**config.mk**
```make
export PLATFORM = sky130hd
export DESIGN_NAME = vram_arbiter
export DESIGN_NICKNAME = d
export VERILOG_FILES = /design/src/rtl/vram_arbiter.sv
export SDC_FILE = /design/constraint.sdc
export NUM_CORES = 1
export LEC_CHECK = 0
export ABC_AREA = 1
export BUFFER_PORTS_ARGS = -buffer_cell sky130_fd_sc_hd__buf_2
export CAP_MARGIN = 20
export CORE_MARGIN = 2
export CORE_UTILIZATION = 60
export CTS_BUF_LIST = sky130_fd_sc_hd__clkbuf_8
export CTS_CLUSTER_DIAMETER = 30
export CTS_CLUSTER_SIZE = 16
export DETAILED_ROUTE_END_ITERATION = 10
export PLACE_DENSITY = 0.82
export SETUP_SLACK_MARGIN = 0.2
export SLEW_MARGIN = 20
export SYNTH_ARGS = -nofsm -noshare
export SYNTH_HDL_FRONTEND = slang
export SYNTH_SLANG_ARGS = --single-unit
```
**constraint.sdc**
```tcl
create_clock -name clock -period 2.7 [get_ports clock]
set_input_delay 0.135 -clock clock [delete_from_list [all_inputs] [get_ports clock]]
set_output_delay 0.135 -clock clock [all_outputs]
set_load 0.02 [all_outputs]
```
**src/rtl/vram_arbiter.sv**
```systemverilog
`timescale 1ns/1ps
// Single-port frame-buffer RAM arbiter: display reads always win a cycle, writer traffic is
// queued in a small FIFO and drained on free cycles (optionally only during blanking).
module vram_arbiter #(
  parameter int ADDR_W     = 19,
  parameter int DATA_W     = 12,
  parameter int FIFO_DEPTH = 4,   // power of 2, >= 2
  parameter int BLANK_ONLY = 0
) (
  input  logic                        clock,
  input  logic                        rst_n,
  input  logic                        video_on,
  input  logic                        disp_req,
  input  logic [ADDR_W-1:0]           disp_addr,
  output logic [DATA_W-1:0]           disp_data,
  output logic                        disp_valid,
  input  logic                        wr_valid,
  input  logic [ADDR_W-1:0]           wr_addr,
  input  logic [DATA_W-1:0]           wr_data,
  output logic                        wr_ready,
  output logic                        mem_en,
  output logic                        mem_we,
  output logic [ADDR_W-1:0]           mem_addr,
  output logic [DATA_W-1:0]           mem_wdata,
  input  logic [DATA_W-1:0]           mem_rdata,
  output logic [$clog2(FIFO_DEPTH):0] fifo_count
);

  localparam int PTR_W = $clog2(FIFO_DEPTH);
  localparam int CNT_W = PTR_W + 1;
  localparam logic [CNT_W-1:0] DEPTH_C = CNT_W'(FIFO_DEPTH);
  localparam logic [CNT_W-1:0] ONE_C   = CNT_W'(1'b1);

  typedef enum logic [1:0] {
    GNT_IDLE  = 2'b00,
    GNT_READ  = 2'b01,
    GNT_WRITE = 2'b10
  } grant_e;

  // Pointers wrap naturally because the depth is a power of two.
  function automatic logic [PTR_W-1:0] ptr_next(input logic [PTR_W-1:0] ptr);
    return ptr + PTR_W'(1'b1);
  endfunction

  logic [ADDR_W-1:0] fifo_addr_r [FIFO_DEPTH];
  logic [DATA_W-1:0] fifo_data_r [FIFO_DEPTH];
  logic [PTR_W-1:0]  wr_ptr_r;
  logic [PTR_W-1:0]  rd_ptr_r;
  logic [CNT_W-1:0]  count_next_s;
  logic              push_s;
  logic              pop_s;
  logic              write_ok_s;
  grant_e            grant_s;
  grant_e            grant_r;
  logic [ADDR_W-1:0] gnt_addr_r;
  logic [DATA_W-1:0] gnt_data_r;
  logic              rd_tag_r;

  assign push_s     = wr_valid && wr_ready;
  assign write_ok_s = (BLANK_ONLY == 0) || !video_on;

  // Queue storage: only the slot under the write pointer changes, and only on a push.
  always_ff @(posedge clock) begin
    if (push_s) begin
      fifo_addr_r[wr_ptr_r] <= wr_addr;
      fifo_data_r[wr_ptr_r] <= wr_data;
    end
  end

  // Occupancy after this edge.
  always_comb begin
    count_next_s = fifo_count;
    case ({push_s, pop_s})
      2'b10:   count_next_s = fifo_count + ONE_C;
      2'b01:   count_next_s = fifo_count - ONE_C;
      default: count_next_s = fifo_count;
    endcase
  end

  // Queue pointers, count and registered ready; a full queue only reopens the cycle after a pop.
  always_ff @(posedge clock or negedge rst_n) begin
    if (!rst_n) begin
      wr_ptr_r   <= {PTR_W{1'b0}};
      rd_ptr_r   <= {PTR_W{1'b0}};
      fifo_count <= {CNT_W{1'b0}};
      wr_ready   <= 1'b0;
    end else begin
      if (push_s) begin
        wr_ptr_r <= ptr_next(wr_ptr_r);
      end
      if (pop_s) begin
        rd_ptr_r <= ptr_next(rd_ptr_r);
      end
      fifo_count <= count_next_s;
      wr_ready   <= (count_next_s < DEPTH_C);
    end
  end

  // Fixed-priority arbitration: display read, then queued write, else idle.
  always_comb begin
    grant_s = GNT_IDLE;
    pop_s   = 1'b0;
    if (disp_req) begin
      grant_s = GNT_READ;
      pop_s   = 1'b0;
    end else if ((fifo_count != {CNT_W{1'b0}}) && write_ok_s) begin
      grant_s = GNT_WRITE;
      pop_s   = 1'b1;
    end else begin
      grant_s = GNT_IDLE;
      pop_s   = 1'b0;
    end
  end

  // Grant stage: captures the winner and its address/data.
  always_ff @(posedge clock or negedge rst_n) begin
    if (!rst_n) begin
      grant_r    <= GNT_IDLE;
      gnt_addr_r <= {ADDR_W{1'b0}};
      gnt_data_r <= {DATA_W{1'b0}};
    end else begin
      grant_r <= grant_s;
      case (grant_s)
        GNT_READ: begin
          gnt_addr_r <= disp_addr;
        end
        GNT_WRITE: begin
          gnt_addr_r <= fifo_addr_r[rd_ptr_r];
          gnt_data_r <= fifo_data_r[rd_ptr_r];
        end
        default: begin
          gnt_addr_r <= gnt_addr_r;
        end
      endcase
    end
  end

  // Memory command registers; address and data hold across idle cycles.
  always_ff @(posedge clock or negedge rst_n) begin
    if (!rst_n) begin
      mem_en    <= 1'b0;
      mem_we    <= 1'b0;
      mem_addr  <= {ADDR_W{1'b0}};
      mem_wdata <= {DATA_W{1'b0}};
    end else begin
      case (grant_r)
        GNT_READ: begin
          mem_en   <= 1'b1;
          mem_we   <= 1'b0;
          mem_addr <= gnt_addr_r;
        end
        GNT_WRITE: begin
          mem_en    <= 1'b1;
          mem_we    <= 1'b1;
          mem_addr  <= gnt_addr_r;
          mem_wdata <= gnt_data_r;
        end
        default: begin
          mem_en <= 1'b0;
          mem_we <= 1'b0;
        end
      endcase
    end
  end

  // Read return: the tag tracks the RAM's one-cycle latency so each read yields one valid.
  always_ff @(posedge clock or negedge rst_n) begin
    if (!rst_n) begin
      rd_tag_r   <= 1'b0;
      disp_valid <= 1'b0;
      disp_data  <= {DATA_W{1'b0}};
    end else begin
      rd_tag_r   <= mem_en && !mem_we;
      disp_valid <= rd_tag_r;
      if (rd_tag_r) begin
        disp_data <= mem_rdata;
      end
    end
  end

endmodule

```
==> results of run 1 <==
power groups by stage:
stage          clock [mW]  combinational (mW)  sequential [mW]
4_1_cts              3.24                3.79             4.79
3_3_place_gp            0                3.59             4.80
2_1_floorplan           0                2.34             5.21
6_report             3.20                3.83             4.79
3_5_place_dp            0                3.69             4.84
5_1_grt              3.41                4.23             4.90
worst max-delay path by stage:
stage                                         start                     endpoint  slack, ns  depth (start not counted)
after floorplan                  wr_ready$_DFF_PN0_  fifo_addr_r[0][0]$_DFFE_PP_       0.29                          2
after global placement    fifo_count[1]$_DFFE_PN0N_           wr_ready$_DFF_PN0_       0.60                         11
after detailed placement  fifo_count[1]$_DFFE_PN0N_           wr_ready$_DFF_PN0_       0.55                         11
after CTS                 fifo_count[1]$_DFFE_PN0N_           wr_ready$_DFF_PN0_       0.53                         11
after global routing      fifo_count[1]$_DFFE_PN0N_           wr_ready$_DFF_PN0_       0.36                         11
final                     fifo_count[1]$_DFFE_PN0N_           wr_ready$_DFF_PN0_       0.53                         11
cells by family after synthesis:
logic type	Yosys count	share of synthesized area, %
buffers and inverters	197	9.87
xor gates and xnor gates	4	0.391
DFF	212	66.1
adders and majority gates	7	1.06
and+or+nand+nor	425	19.4
muxes	24	3.02
AOI/OAI and AO/OA	2	0.112
sequential cells by signal, summed over array words and instances (netlist names), named ones only:
register	flops
mem_wdata	12
mem_addr	19
grant_r	2
gnt_data_r	12
mem_we	1
rd_tag_r	1
wr_ptr_r	2
fifo_count	2
rd_ptr_r	2
wr_ready	1
gnt_addr_r	19
fifo_data_r	48
disp_valid	1
mem_en	1
fifo_addr_r	76
disp_data	12
critical path, delay by kind of cell, from the launching register on:
kind,cells,cell delay (ns)
and+or+nand+nor,7,0.93
buffers and inverters,2,0.10
adders and majority gates,2,0.59
DFF,1,0.44
stage by stage:
stage	instance area [um^2]	util (%)	instances	total power, mW	hold slack [ns]
after CTS	11100	76.1	1277	11.8	0.199
after global placement	9640	66.1	1149	8.40	0.279
final	11100	76.1	1277	11.8	0.211
after global routing	11100	76.1	1277	12.5	0.229
after detailed placement	9640	66.1	1149	8.53	0.281
after floorplan	8960	-	871	7.55	-0.161
final cells by class:
type	instances	area (um^2)	share of cell area [%]
clock buffers	43	592	5.33
clock inverters	21	239	2.15
inverters	159	602	5.42
multi-input cells	462	2160	19.4
flip-flops and latches	212	5930	53.4
well taps	184	230	2.07
repair buffers	196	1360	12.2
cells in the final DEF (no fill, tap or decap), drive strengths merged:
cell type,netlist,final
nand2,334,334
inv,159,162
buf,36,132
edfxtp,124,124
dfrtp,88,88
dlygate4sd3,0,64
nand3,63,63
clkbuf,2,43
mux2,24,24
nand4,20,20
clkinv,0,9
nor2,7,7
ha,6,6
bufinv,0,5
clkinvlp,0,4
xor2,2,2
xnor2,2,2
or2,1,1
a21oi,1,1
o21ai,1,1
fa,1,1
layer usage:
metal  up-vias  routed length, um
met5         -                  0
met3        42               1180
li1       3103                  -
met4         0                454
met2       253               8900
met1      2882               7890
==> reports/results.ini, run 1 <==
[routing]
drt.antenna.violating_nets = 0
post_drt_via_cell_ratio = 4.92
detail_route.wirelength_um = 18400
via_count = 6280
avgRoutedWirePerCell_um = 14.4
first_iter_violations = 497
firstDrtPassIters = 5
drc = 0

[synth]
count_of_unique_library_cells_instantiated_by_yosys = 24
yosys.area.top_type = edfxtp_1
postSynth.asyncResetShare_pct = 41.5
ys_ff_latch = 212
synth_enable_flop_cells = 124
synthFlopType = edfxtp_1
ys_warn_count = 0
ys_seq_area_share_pct = 66.1
syn_area_per_cell_um2 = 10.3
netlist.area_leader.share_pct = 41.6
synth_commonest_cells = nand2_1 (332), inv_1 (155), edfxtp_1 (124)
postSynthNetCount = 945
synth.most_common_cell = nand2_1
synthesis.instances = 871
post_synth_instance_area_mm2 = 0.00896
synth_area_leaders = edfxtp_1 (42%), dfrtp_1 (25%), nand2_1 (14%)

[run]
max_cap_viol_count = 0

[min_path]
hold_depth = 3
hold_path.class = input pin to register
min_to = wr_ptr_r[0]$_DFFE_PN0P_
holdCritStartpoint = wr_valid

[critical_path]
r2r_startpoint = fifo_count[1]$_DFFE_PN0N_
setup.worst_path.end_class = register
critPathLaunchType = register
critical_path_required_ns = 3.08
crit_path_max_incr_delay_ns = 0.44
critical_path_peak_fanout = 16
timing_worst_setup_path_type = register to register
crit_slowest_cell = dfrtp_1
crit_path_frequent_cell = nand2_1
cp_data_arrival_time_ns = 2.55
path_cells = nor2_2 > nand2_2 > nand2_4 > inv_2 > ha_1 > fa_1 > or2_2 > nand3_1 > nand2_1 > nand2_1 > inv_1
flop_to_flop_setup_slack_ns = 0.53
ff2ff_path_depth = 11
rr_endpoint = wr_ready$_DFF_PN0_

[clock_tree]
hold_buffers = 64
tritoncts_num_sinks = 212
cts_setup_buffers = 0
cts_h_tree_depth = 2
cts_inserted_buffers = 36
clk_transition_reported_paths_ns = 0.07
clock_root_buffer = clkbuf_8
cts.repair.resized = 0
worst_skew_pair.late_latency_ns = 0.50
clock_tree.buffer_depth = 3
cts_tree = done

[timing]
report.final.slew_viol_count = 0
tns_ns = 0
maxClockFrequency_mhz = 461
timing.final.hold_violations = 0
timing.slew.headroom_pct = 44.2
timing.final.crit_share_pct = 80.4
setup_slack_ns = 0.530
rsz_0062_raised_after_global_routing = false
finalCriticalPeriod_ns = 2.17
setup_viol_count_final = 0
timing.clock.skew_ns = 0.0175
timing_worst_slew_pin_value_ns = 0.837

[placed_design]
place.port_buffers = 115
place.detailed.hpwl_um = 10800
gpl_congestion = 0.771
place_worst_setup_slack_ns = 0.552

[floorplan]
rows = 44
ports = 117
die_span_in_y_um = 126
die_area_mm2 = 0.0159
dieWidth_um = 126
initial_core_util_pct = 61.4
placeableCoreArea_mm2 = 0.0146

[grt]
grt_overflow_total = 0
number_of_antenna_violations_at_the_first_check_in_global_routing = 0
grt.met1_usage_pct = 30.9
grt_pass1_wl_um = 29800
grt_util_met3_pct = 4.50
grt_use_met2_pct = 39.0
largest_net_degree_at_the_start_of_global_routing = 68
number_of_global_route_vias_before_repair = 6195
grtUsageTotal_pct = 23.4
grt-busiest-layer = met2

[pwr]
combPwrFrac_pct = 32.4
netSwitchingPower_mw = 4.24
power_per_cell_area_mw_per_mm2 = 1060
leakage_dissipation_nw = 5.53
power.internal_mw = 7.59
worst_ir_drop_vdd_uv = 489
power.share.sequential_pct = 40.5
switching_fraction_of_total_power_pct = 35.8
clkPwrFrac_pct = 27.1

[cells_and_area]
final_layout_size_suffix_gt1_share_pct = 21.0
fin_nets = 1141
final.fill_count = 878
area_delta_synth_final_pct = 24.0
insertedDiodeCount = 0

[outcome]
result_of_the_run = complete, no violations

Power figures use the tool's default switching activity.
==> inputs of run 2 (changes only) <==
--- a/config.mk
+++ b/config.mk
@@ -5,16 +5,16 @@
 export SDC_FILE = /design/constraint.sdc
 export NUM_CORES = 1
 export LEC_CHECK = 0
-export ABC_AREA = 1
+export ABC_AREA = 0
 export BUFFER_PORTS_ARGS = -buffer_cell sky130_fd_sc_hd__buf_2
 export CAP_MARGIN = 20
 export CORE_MARGIN = 2
-export CORE_UTILIZATION = 60
+export CORE_UTILIZATION = 53
 export CTS_BUF_LIST = sky130_fd_sc_hd__clkbuf_8
 export CTS_CLUSTER_DIAMETER = 30
 export CTS_CLUSTER_SIZE = 16
 export DETAILED_ROUTE_END_ITERATION = 10
-export PLACE_DENSITY = 0.82
+export PLACE_DENSITY = 0.78
 export SETUP_SLACK_MARGIN = 0.2
 export SLEW_MARGIN = 20
 export SYNTH_ARGS = -nofsm -noshare
==> constraint.sdc (replaced) <==
create_clock -name clock -period 1.9 [get_ports clock]
set_input_delay 0.095 -clock clock [delete_from_list [all_inputs] [get_ports clock]]
set_output_delay 0.095 -clock clock [all_outputs]
set_load 0.02 [all_outputs]
==> run 2 against run 1 <==
Net effect: global-route usage down 2.2 points; routed wire length shrank 11%; fmax is 19% higher; largest power group unchanged; via count down 30%; register-to-register slack worse by 0.45 ns; clock power grew 47%; area after synthesis down 11%; sequential share of layout area up 2.8 points; cell count decreased by 35%; die area rose by 0.82%; final area shrank 4.8%; first-iteration DRC count decreased by 62%.
==> reports/results.ini, run 2 <==
[grt]
number_of_antenna_violations_at_the_first_check_in_global_routing = 0
largest_net_degree_at_the_start_of_global_routing = 48
grt_pass1_wl_um = 25700
grtUsageTotal_pct = 21.2
number_of_global_route_vias_before_repair = 4947
grt_overflow_total = 0

[synth]
ys_warn_count = 0
netlist.area_leader.share_pct = 46.7
count_of_unique_library_cells_instantiated_by_yosys = 27
synth.most_common_cell = edfxtp_1
synth_area_leaders = edfxtp_1 (47%), dfrtp_1 (28%), mux4_2 (7.9%)
postSynthNetCount = 458
syn_area_per_cell_um2 = 20.8
synth_enable_flop_cells = 124
synth_commonest_cells = edfxtp_1 (124), dfrtp_1 (88), mux2_2 (48)
ys_seq_area_share_pct = 74.2
yosys.area.top_type = edfxtp_1
post_synth_instance_area_mm2 = 0.00798
ys_ff_latch = 212
synthFlopType = edfxtp_1
synthesis.instances = 384
postSynth.asyncResetShare_pct = 41.5

[clock_tree]
clk_transition_reported_paths_ns = 0.07
cts_tree = done
worst_skew_pair.late_latency_ns = 0.53
clock_tree.buffer_depth = 3
cts_h_tree_depth = 2
clock_root_buffer = clkbuf_8
cts_inserted_buffers = 37
tritoncts_num_sinks = 212

[routing]
drt.antenna.violating_nets = 0
detail_route.wirelength_um = 16300
avgRoutedWirePerCell_um = 19.7
first_iter_violations = 188
post_drt_via_cell_ratio = 5.33
drc = 0
via_count = 4409
firstDrtPassIters = 4

[cells_and_area]
largest_registers = fifo_addr_r x76, fifo_data_r x48
final.fill_count = 897
area_delta_synth_final_pct = 32.5
largest-register = fifo_addr_r
insertedDiodeCount = 0
multiInputGateArea_mm2 = 0.00198
layout_common_cells = edfxtp_1 (124), buf_2 (114), dfrtp_1 (83)
layout_commonest_cell = edfxtp_1
final_layout_size_suffix_gt1_share_pct = 46.7
flip_flop_count_of_the_largest_register_after_layout = 76
layout.cell_area.non_filler_mm2 = 0.0106
ff_latch_area_mm2 = 0.00593
fin_nets = 688

[critical_path]
timing_worst_setup_path_type = register to register
critical_path_required_ns = 2.35
critPathLaunchType = register
setup.worst_path.end_class = register
cp_data_arrival_time_ns = 2.27
critical_path_peak_fanout = 2

[min_path]
hold_path.class = input pin to asynchronous set/reset pin

[timing]
setup_viol_count_final = 0
timing.final.hold_violations = 0
rsz_0062_raised_after_global_routing = true
finalCriticalPeriod_ns = 1.82
timing.slew.headroom_pct = 65.0
finalHoldWorstSlack_ns = 0.175
timing.clock.skew_ns = 0.0324
report.final.slew_viol_count = 0
maxClockFrequency_mhz = 550
timing_worst_slew_pin_value_ns = 0.524
timing.final.crit_share_pct = 95.8

[outcome]
result_of_the_run = complete, no violations

[pwr]
leakage_dissipation_nw = 4.34
p_total_mw = 16.5
power_per_cell_area_mw_per_mm2 = 1560
worst_ir_drop_vdd_uv = 1140

[placed_design]
place.port_buffers = 115
dpl-instance-area_mm2 = 0.00897
place.detailed.hpwl_um = 9570
gpl_congestion = 0.737

[floorplan]
rows = 44
dieWidth_um = 127
die_area_mm2 = 0.0161
initial_core_util_pct = 54.5
die_span_in_y_um = 127
ports = 117
placeableCoreArea_mm2 = 0.0146

[run]
max_cap_viol_count = 0

[run 2: cell count changes after synthesis, moves of 19 or more]
cell | previous run | this run
nand2_1 | 332 | 1
a21o_1 | 0 | 19
nand3_1 | 63 | 0
mux2_2 | 24 | 48
inv_1 | 155 | 4
nand4_1 | 20 | 0
a22o_1 | 0 | 19
mux4_2 | 0 | 28
[run 2: worst max-delay path, stage by stage (launching register included)]
cell and delay [ns]:
dfrtp_2 0.42, nor3_4 0.25, nor2_4 0.06, ha_4 0.17
fa_2 0.36, xnor2_2 0.15, nor2_2 0.15, xor2_1 0.17
[run 2: final cells by class]
class                   count  share of cell area, %
clock buffers              41                   5.34
clock inverters            27                   2.77
inverters                   4                  0.142
multi-input cells         151                   18.7
flip-flops and latches    212                   56.1
well taps                 184                   2.18
repair buffers            208                   14.7
[run 2: power by group]
part	switching (mW)	total, mW	internal, mW
sequential	0.695	6.88	6.18
combinational	2.35	4.89	2.54
clock	1.86	4.70	2.84
[run 2: per-layer routing]
metal / up-vias / track usage, % / share of wire, %
met3: 41 / 5.36 / 6.8
met1: 2198 / 25.3 / 39
met2: 179 / 37.3 / 52
li1: 1991 / - / -
met5: - / 0 / 0
met4: 0 / 8.40 / 2.5
[run 2: metrics by stage]
step | setup TNS (ns) | setup WS [ns] | cells | util (%)
2_1_floorplan | -0.172 | -0.0879 | 384 | -
3_3_place_gp | 0 | 0.111 | 687 | 61.3
3_5_place_dp | -0.0479 | -0.0308 | 687 | 61.3
4_1_cts | 0 | 0.0939 | 824 | 71.9
5_1_grt | 0 | 0.00977 | 827 | 72.2
6_report | 0 | 0.0806 | 827 | 72.2
[run 2: logic make-up after synthesis]
kind of cell               after synthesis  share of synthesized area, %
and+or+nand+nor                         11                         0.988
muxes                                   88                          17.4
buffers and inverters                   21                          1.58
DFF                                    212                          74.2
adders and majority gates                7                          1.19
xor gates and xnor gates                 7                         0.768
AOI/OAI and AO/OA                       38                          3.87
[run 2: what timing repair did]
action,CTS,global route
endpoints found under the setup margin,9,6
pin swaps,6,4
resized for setup,4,1
hold buffers,67,0
endpoints found under the hold margin,245,0
gates cloned,0,0
buffers inserted,2,3
[run 2: worst paths after layout]
path,startpoint,endpoint,slack (ns),cells past startpoint
max reg2reg,register,register,0.08,7
min reg2reg,mem_we$_DFF_PN0_,rd_tag_r$_DFF_PN0_,0.43,1
max in group asynchronous,rst_n,rd_ptr_r[0]$_DFFE_PN0P_,0.78,3
min,rst_n,gnt_addr_r[9]$_DFFE_PN0P_,0.18,3
max,register,register,0.08,7
min in group clock,wr_addr[8],fifo_addr_r[0][8]$_DFFE_PP_,0.32,2
